--- config.mk ---
export PLATFORM = sky130hd
export DESIGN_NAME = write_emib
export DESIGN_NICKNAME = d
export VERILOG_FILES = /design/src/rtl/write_emib.sv
export SDC_FILE = /design/constraint.sdc
export NUM_CORES = 1
export LEC_CHECK = 0
export BUFFER_PORTS_ARGS = -buffer_cell sky130_fd_sc_hd__buf_2
export CORE_ASPECT_RATIO = 0.9
export CORE_MARGIN = 1.5
export CORE_UTILIZATION = 53
export DETAILED_ROUTE_END_ITERATION = 6
export PLACE_DENSITY = 0.86
export SYNTH_ARGS = -nofsm -noshare
export SYNTH_HDL_FRONTEND = slang
export SYNTH_SLANG_ARGS = --single-unit
--- constraint.sdc ---
create_clock -name i_clk -period 2.9 [get_ports i_clk]
set_clock_uncertainty 0.05 [all_clocks]
set_input_delay 0.58 -clock i_clk [delete_from_list [all_inputs] [get_ports i_clk]]
set_output_delay 0.58 -clock i_clk [all_outputs]
set_load 0.02 [all_outputs]
--- src/rtl/write_emib.sv ---
// Streams a block of MM words into consecutive EMIB RAM addresses through a 4-entry buffer.
// Optional running sum of committed words: define WRITE_EMIB_SUM_EN.
module write_emib #(
  parameter int unsigned RAM_WIDTH = 16,
  parameter int unsigned ADDR_SZ   = 16
) (
  input  logic                 i_clk,
  input  logic                 i_rst_n,
  input  logic                 i_wr_en,
  input  logic                 i_error,
  input  logic [ADDR_SZ-1:0]   i_mm_data_len,
  input  logic [ADDR_SZ-1:0]   i_base_addr,
  input  logic [ADDR_SZ-1:0]   i_offset_addr,
  input  logic [RAM_WIDTH-1:0] i_mm_data,
  input  logic                 i_mm_vld,
  output logic                 o_mm_rdy,
  output logic                 o_emib_wr_en,
  output logic [ADDR_SZ-1:0]   o_emib_addr,
  output logic [RAM_WIDTH-1:0] o_emib_data,
  input  logic                 i_emib_wait,
  output logic                 o_busy,
  output logic                 o_write_done,
  output logic                 o_write_error,
  output logic [ADDR_SZ-1:0]   o_wr_cnt
`ifdef WRITE_EMIB_SUM_EN
  ,
  output logic [RAM_WIDTH-1:0] o_wr_sum
`endif
);

  localparam int unsigned FIFO_DEPTH = 4;
  localparam int unsigned PTR_W      = 2;
  localparam int unsigned CNT_W      = 3;

  localparam logic [2:0] S_IDLE  = 3'd0;
  localparam logic [2:0] S_JUDGE = 3'd1;
  localparam logic [2:0] S_WRITE = 3'd2;
  localparam logic [2:0] S_DONE  = 3'd3;
  localparam logic [2:0] S_ERR   = 3'd4;

  logic [2:0]           state_q, state_d;
  logic [ADDR_SZ-1:0]   len_q, len_d;
  logic [ADDR_SZ-1:0]   start_q, start_d;
  logic [ADDR_SZ-1:0]   acc_q, acc_d;
  logic [ADDR_SZ-1:0]   wr_cnt_d;
  logic [CNT_W-1:0]     fcnt_q, fcnt_d;
  logic [PTR_W-1:0]     rd_q, rd_d, wr_q, wr_d;
  logic                 rdy_d, wr_en_d, busy_d, done_d, err_d;
  logic [ADDR_SZ-1:0]   addr_d;
  logic [RAM_WIDTH-1:0] data_d;
  logic                 accept, commit, push, pop, bypass;
  logic [RAM_WIDTH-1:0] mem [FIFO_DEPTH];

  assign accept = o_mm_rdy && i_mm_vld;
  assign commit = o_emib_wr_en && !i_emib_wait;

  // Next-state and registered-output logic; an empty buffer forwards the accepted word directly.
  always_comb begin
    state_d  = state_q;
    len_d    = len_q;
    start_d  = start_q;
    acc_d    = acc_q;
    wr_cnt_d = o_wr_cnt;
    fcnt_d   = fcnt_q;
    rd_d     = rd_q;
    wr_d     = wr_q;
    wr_en_d  = o_emib_wr_en;
    addr_d   = o_emib_addr;
    data_d   = o_emib_data;
    push     = 1'b0;
    pop      = 1'b0;
    bypass   = 1'b0;

    case (state_q)
      S_IDLE: begin
        if (i_wr_en) begin
          state_d  = S_JUDGE;
          len_d    = i_mm_data_len;
          start_d  = ADDR_SZ'(i_base_addr + i_offset_addr);
          acc_d    = '0;
          wr_cnt_d = '0;
          fcnt_d   = '0;
          rd_d     = '0;
          wr_d     = '0;
        end
      end
      S_JUDGE: begin
        if (i_error)            state_d = S_ERR;
        else if (len_q == '0)   state_d = S_DONE;
        else                    state_d = S_WRITE;
      end
      S_WRITE: begin
        if (accept) acc_d = ADDR_SZ'(acc_q + 1'b1);
        if (commit) wr_cnt_d = ADDR_SZ'(o_wr_cnt + 1'b1);
        if (!o_emib_wr_en || !i_emib_wait) begin
          if (fcnt_q != '0) begin
            pop     = 1'b1;
            data_d  = mem[rd_q];
            wr_en_d = 1'b1;
            addr_d  = ADDR_SZ'(start_q + wr_cnt_d);
          end else if (accept) begin
            bypass  = 1'b1;
            data_d  = i_mm_data;
            wr_en_d = 1'b1;
            addr_d  = ADDR_SZ'(start_q + wr_cnt_d);
          end else begin
            wr_en_d = 1'b0;
          end
        end
        push = accept && !bypass;
        if (push) wr_d = PTR_W'(wr_q + 1'b1);
        if (pop)  rd_d = PTR_W'(rd_q + 1'b1);
        fcnt_d = CNT_W'(fcnt_q + CNT_W'(push) - CNT_W'(pop));
        if (commit && (o_wr_cnt == ADDR_SZ'(len_q - 1'b1))) begin
          state_d = S_DONE;
          wr_en_d = 1'b0;
        end
      end
      S_DONE:  state_d = S_IDLE;
      S_ERR:   state_d = S_IDLE;
      default: state_d = S_IDLE;
    endcase

    busy_d = (state_d != S_IDLE);
    done_d = (state_d == S_DONE);
    err_d  = (state_d == S_ERR);
    rdy_d  = (state_d == S_WRITE) && (fcnt_d < CNT_W'(FIFO_DEPTH)) && (acc_d < len_d);
  end

  always_ff @(posedge i_clk or negedge i_rst_n) begin
    if (!i_rst_n) begin
      state_q       <= S_IDLE;
      len_q         <= '0;
      start_q       <= '0;
      acc_q         <= '0;
      fcnt_q        <= '0;
      rd_q          <= '0;
      wr_q          <= '0;
      o_mm_rdy      <= 1'b0;
      o_emib_wr_en  <= 1'b0;
      o_emib_addr   <= '0;
      o_emib_data   <= '0;
      o_busy        <= 1'b0;
      o_write_done  <= 1'b0;
      o_write_error <= 1'b0;
      o_wr_cnt      <= '0;
    end else begin
      state_q       <= state_d;
      len_q         <= len_d;
      start_q       <= start_d;
      acc_q         <= acc_d;
      fcnt_q        <= fcnt_d;
      rd_q          <= rd_d;
      wr_q          <= wr_d;
      o_mm_rdy      <= rdy_d;
      o_emib_wr_en  <= wr_en_d;
      o_emib_addr   <= addr_d;
      o_emib_data   <= data_d;
      o_busy        <= busy_d;
      o_write_done  <= done_d;
      o_write_error <= err_d;
      o_wr_cnt      <= wr_cnt_d;
    end
  end

  // Buffer storage; contents are only meaningful below fcnt_q, so no reset.
  always_ff @(posedge i_clk) begin
    if (push) mem[wr_q] <= i_mm_data;
  end

`ifdef WRITE_EMIB_SUM_EN
  logic [RAM_WIDTH-1:0] sum_d;

  always_comb begin
    sum_d = o_wr_sum;
    if (state_q == S_IDLE && i_wr_en) sum_d = '0;
    else if (commit)                  sum_d = RAM_WIDTH'(o_wr_sum + o_emib_data);
  end

  always_ff @(posedge i_clk or negedge i_rst_n) begin
    if (!i_rst_n) o_wr_sum <= '0;
    else          o_wr_sum <= sum_d;
  end
`endif

endmodule

# Yosys cells after proc, flatten, opt, wreduce, memory -nomap -nowiden
# Memories as Yosys holds them, arrays and structs flattened.
# Index checks and enable logic that the tools add are counted.
# W data, S select, Z words.
[totals] elab_cells=97 ram_bits=64 out_inout_bits=53 input_bits=70 register_bits=111 mem_count=1
[memory_table] memory="mem" depth=4 word_bits=16 rd=1 rd_ports_with_merged_regs=0 write_ports=1 line_no="52" text="logic [RAM_WIDTH-1:0] mem [FIFO_DEPTH];"
[op_classes] reduce_logical=23 n_eq_ne=9 n_addsub=9 magnitude_cmp=2 mux=38
[ops] operator="$mux W16" n=11
[ops] operator="$pmux W16 S2" n=2
[ops] operator="$add A16 B1 Y16 const B" n=2
[ops] operator="$add A16 B16 Y16" n=2
[ops] operator="$eq A16 B16 Y1" n=1
[ops] operator="$logic_not A16 Y1" n=1
[ops] operator="$lt A16 B16 Y1" n=1
[ops] operator="$sub A16 B1 Y16 const B" n=1
[ops] operator="$mux W1" n=14
[ops] operator="$mux W3" n=4
[ops] operator="$eq A3 B2 Y1 const B" n=3
[ops] operator="$pmux W3 S3" n=1
[ops] operator="$reduce_and A3 Y1" n=3
[ops] operator="$pmux W2 S2" n=2
[ops] operator="$logic_and A1 B1 Y1" n=6
[ops] operator="$mux W2" n=3
[ops] operator="$ne A2 B2 Y1 const B" n=3
[ops] operator="$pmux W3 S2" n=1
[ops] operator="$reduce_and A2 Y1" n=3
[ops] operator="$reduce_bool A2 Y1" n=3
[ops] operator="$reduce_bool A3 Y1" n=2
[ops] operator="$add A2 B1 Y2 const B" n=2
[ops] operator="$add A3 B1 Y3" n=1
[ops] operator="$eq A3 B1 Y1 const B" n=1
[ops] operator="6 further kinds" n=8

# Depth between registers and ports, before layout
[logic_depth] word_depth=13 mapped_depth=15 ltp_nobuf=13

# Worst setup path before layout
# OpenSTA, ideal clock, no wires.
[synth_path] kind="in2reg" start="in i_emib_wait" end="reg o_emib_addr[14]" path_slack_ns=-0.458 path_stages=11 path_buffers=1 setup_ns=0.149 required_time_ns=2.701 t_arrival_ns=3.159 cell_sequence="nor2b_1 -> clkbuf_1 -> mux2_2 -> fa_1 -> a21o_1 -> a21o_1 -> a2111oi_0 -> o21ai_0 -> a21boi_0 -> or3_1 -> a31oi_1"
[synth_between] elab_chain_len=7 elab_cells_between_ends=9 cone_classes="1 x add/sub; 4 x mux; 4 x reduce/logical"
[synth_rtl] item="from (decl)" line_no="20" text="input logic i_emib_wait,"
[synth_rtl] item="$logic_not A1 Y1 (*)" line_no="55, 95"
[synth_rtl] item="$logic_and A1 B1 Y1" line_no="55" text="assign commit = o_emib_wr_en && !i_emib_wait;"
[synth_rtl] item="$mux W16" line_no="94" text="if (commit) wr_cnt_d = ADDR_SZ'(o_wr_cnt + 1'b1);"
[synth_rtl] item="$mux W16" line_no="74" text="case (state_q)"
[synth_rtl] item="$add A16 B16 Y16" line_no="100, 105"
[synth_rtl] item="$mux W16" line_no="101" text="end else if (accept) begin"
[synth_rtl] item="$mux W16" line_no="96" text="if (fcnt_q != '0) begin"
[synth_rtl] item="to (signal assigned)" line_no="157" text="o_emib_addr <= addr_d;"
[synth_rtl] item="to (decl)" line_no="18" text="output logic [ADDR_SZ-1:0] o_emib_addr,"
# Every way passes the cells marked *; elsewhere a longest branch is shown, timed or not. The select of a mux whose other input is x is not followed.
# A chain may end at the register's enable or synchronous reset.

# Final worst setup path
[layout_path] start="reg o_wr_cnt[0]" end="reg o_emib_addr[12]"
[layout_between] elab_chain_len=6
[layout_rtl] item="from (decl)" line_no="24" text="output logic [ADDR_SZ-1:0] o_wr_cnt"
[layout_rtl] item="from (signal assigned)" line_no="162" text="o_wr_cnt <= wr_cnt_d;"
[layout_rtl] item="$add A16 B1 Y16" line_no="94"
[layout_rtl] item="$mux W16 (*)" line_no="94"
[layout_rtl] item="$mux W16 (*)" line_no="74"
[layout_rtl] item="$add A16 B16 Y16 (*)" line_no="100, 105"
[layout_rtl] item="$mux W16" line_no="101"
[layout_rtl] item="$mux W16 (*)" line_no="96"
# Marks and branches as above.

==> flow_metrics.env <==
export IMPL_outcome="completed"
export IMPL_grt_overflow=0
export IMPL_setup_violations=0
export IMPL_cp_max_fo=3
export IMPL_power_mw=9.94
export IMPL_power_internal_mw=6.05
export IMPL_utilization=0.682
export IMPL_p_sw_mw=3.89
export IMPL_drive_gt1_frac=0.303
export IMPL_synth_fp_nets=1016
export IMPL_drc=0
export IMPL_hp_class="in2reg"
export IMPL_seq_area_frac_synth=0.488
export IMPL_yosysWarnings=0
export IMPL_numCtsBuffers=17
export IMPL_r2r_cells=10
export IMPL_netlist_area_leader_share=0.288
export IMPL_powerDensity_nw_per_um2=822
export IMPL_finalHoldViolCount=0
export IMPL_netlist_instances=889
export IMPL_die_width_um=145
export IMPL_fp_dieArea_um2=19000
export IMPL_antenna_found_initial=0
export IMPL_grt_pass1_wl_um=38400
export IMPL_synthTopCellsByArea="dfrtp_1, edfxtp_1, ha_1"
export IMPL_ctsLongestPathBuffers=2
export IMPL_num_rows=46
export IMPL_io_pins=123
export IMPL_areaGrowthSynthToFinish_pct=25.5
export IMPL_syn_mean_instance_area_um2=10.8
export IMPL_arrival_ps=3130
export IMPL_p_sw_frac=0.391
export IMPL_fp_dieH_um=131
export IMPL_dp_cells=1314
export IMPL_worst_slew_pin_slew_ps=906
export IMPL_cp_required_ps=3160
export IMPL_cts_tree="done"
export IMPL_hpwl_um=17300
export IMPL_synth_seq_cells=175
export IMPL_whs_path_depth=1
export IMPL_clock_latency_ps=450
export IMPL_drv_cap=0
export IMPL_cp_end_kind="flop"
export IMPL_vias=7721
export IMPL_fin_nets=1231
export IMPL_grt_max_degree=69
export IMPL_first_iter_violations=477
export IMPL_clk_pin_slew_worst_paths_ps=80
export IMPL_finalNonFillerCells=1357
export IMPL_crit_type="reg2reg"
export IMPL_rsz0062_at_grt="yes"
export IMPL_place_gp_congestion=0.885
export IMPL_grt_util_all_layers=0.263
export IMPL_period_minus_slack_ps=2870
export IMPL_ys_types=71
export IMPL_design_area_um2=12100
export IMPL_timing_hold_ws_ps=323
export IMPL_pwr_share_seq=0.361
export IMPL_drv_slew=0
export IMPL_fin_crit_sh=0.989
export IMPL_dr_pass1_iters=5
export IMPL_dpl_instance_area_um2=11200
export IMPL_fmax_mhz=349
export IMPL_vdd_drop_max_v=0.000528
export IMPL_slew_headroom=0.396
export IMPL_power_frac_clock=0.227
export IMPL_port_buffers=122
export IMPL_start_kind="flop"
export IMPL_async_flop_share=0.634
export IMPL_antenna_left=0
export IMPL_grt_pass1_vias=7620
export IMPL_core_area_um2=17700
export IMPL_synthesis_area_um2=9630
export IMPL_layout_common_cells="buf_2, nand2_1, buf_4, dfrtp_1, o21ai_0"
export IMPL_yosysTopAreaCell="dfrtp_1"
export IMPL_leakage_nw=5.59
export IMPL_final_common_cell="buf_2"
export IMPL_clock_sinks=175
export IMPL_power_frac_comb=0.412
export IMPL_synth_edf_count=64
export IMPL_initial_core_util=0.543
export IMPL_htreeDepth=4
export IMPL_wl_um=24100
export IMPL_vias_per_cell=5.69
export IMPL_cts_root_buf="clkbuf_16"
export IMPL_antenna_cells=0
export IMPL_synthFlopType="dfrtp_1"
export IMPL_avgRoutedWirePerCell_um=17.8
## final timing paths
kind,start,endpoint,slack [ps]
setup / recovery,o_wr_cnt[0],o_emib_addr[12],30
hold / removal,i_mm_data[3],mem[3][3],320
setup reg to reg,o_wr_cnt[0],o_emib_addr[12],30
hold reg to reg,o_emib_addr[4],o_emib_addr[4],430
max in group asynchronous,i_rst_n,o_wr_cnt[0],1640
min in group asynchronous,i_rst_n,start_q[10],500
## kinds of logic (layout without fill, tap and decap cells)
group | count (synthesis) | after routing | share of synthesized area
XOR/XNOR | 59 | 59 | 0.0537
multiplexers | 55 | 55 | 0.0781
buffers and inverters | 72 | 300 | 0.0303
adder cells (fa/ha/maj) | 57 | 57 | 0.0764
AND/OR/NAND/NOR | 261 | 261 | 0.136
flip-flops | 175 | 175 | 0.488
AO/OA/AOI/OAI | 210 | 210 | 0.138
## sequential cells by signal, indices dropped and copies added, names as in the netlist, 3 cells and up
| signal | flops |
|---|---|
| len_q | 16 |
| o_emib_addr | 16 |
| o_wr_cnt | 16 |
| acc_q | 16 |
| start_q | 16 |
| mem | 64 |
| fcnt_q | 3 |
| o_emib_data | 16 |
| state_q | 3 |
## through the flow
step	TNS [ps]	worst slack, ps
finish	0	32.8
CTS	0	8.13
detailed placement	-4130	-469
floorplan	-332	-170
global placement	-3310	-401
global route	-437	-127
## cell type report
type,instances,area [um2]
clock inverters,15,168
well taps,240,300
fillers,1336,5640
inverters,32,120
flip-flops and latches,175,4700
clock buffers,17,425
multi-input cells,642,4880
repair buffers,236,1500
## worst max-delay path, cell delays in order, from the launching register on
cell	delay (ps)
dfrtp_2	430
ha_2	280
mux2_4	290
fa_2	350
a21o_1	170
a21o_1	200
a2111oi_4	410
o21ai_1	130
a31oi_1	200
xor2_1	160
o21ai_1	70
## power by group through the flow
stage | Combinational, mW | Clock [mW] | Sequential [mW]
floorplan | 2.33 | 0 | 3.71
global placement | 3.70 | 0 | 3.59
detailed placement | 3.84 | 0 | 3.62
CTS | 3.90 | 2.30 | 3.58
global route | 4.50 | 2.39 | 3.65
finish | 4.09 | 2.26 | 3.58
## routing by layer
| layer | GRT usage | vias up | wire [um] |
|---|---|---|---|
| li1 | - | 3698 | - |
| met1 | 0.339 | 3754 | 10300 |
| met2 | 0.457 | 239 | 12100 |
| met3 | 0.0479 | 30 | 1380 |
| met4 | 0.0846 | 0 | 397 |
| met5 | 0 | - | 0 |
## cells in the mapped netlist, types with 7 or more instances
| master | instances |
|---|---|
| nand2_1 | 117 |
| a211oi_1 | 10 |
| inv_1 | 32 |
| buf_1 | 7 |
| o21ai_0 | 89 |
| edfxtp_1 | 64 |
| xor2_1 | 27 |
| mux2i_1 | 38 |
| mux4_2 | 16 |
| o31ai_1 | 11 |
| dfrtp_1 | 111 |
| nor2_1 | 40 |
| nand3_1 | 11 |
| clkbuf_1 | 27 |
| nand4_1 | 14 |
| a22o_1 | 10 |
| and3_1 | 14 |
| nand2b_1 | 8 |
| ha_1 | 54 |
| o211ai_1 | 7 |
| xnor2_1 | 32 |
| a21o_1 | 10 |
| o21a_1 | 9 |
| a21oi_1 | 25 |
| nor3_1 | 7 |
## repair_timing
item / CTS / global route
buffers inserted: 0 / 10
gates resized for setup: 6 / 46
pin swaps: 1 / 27
endpoints found under the hold margin: 14 / 0
endpoints found under the setup margin: 8 / 11
hold buffers: 1 / 0
(Power assumes the default switching activity.)
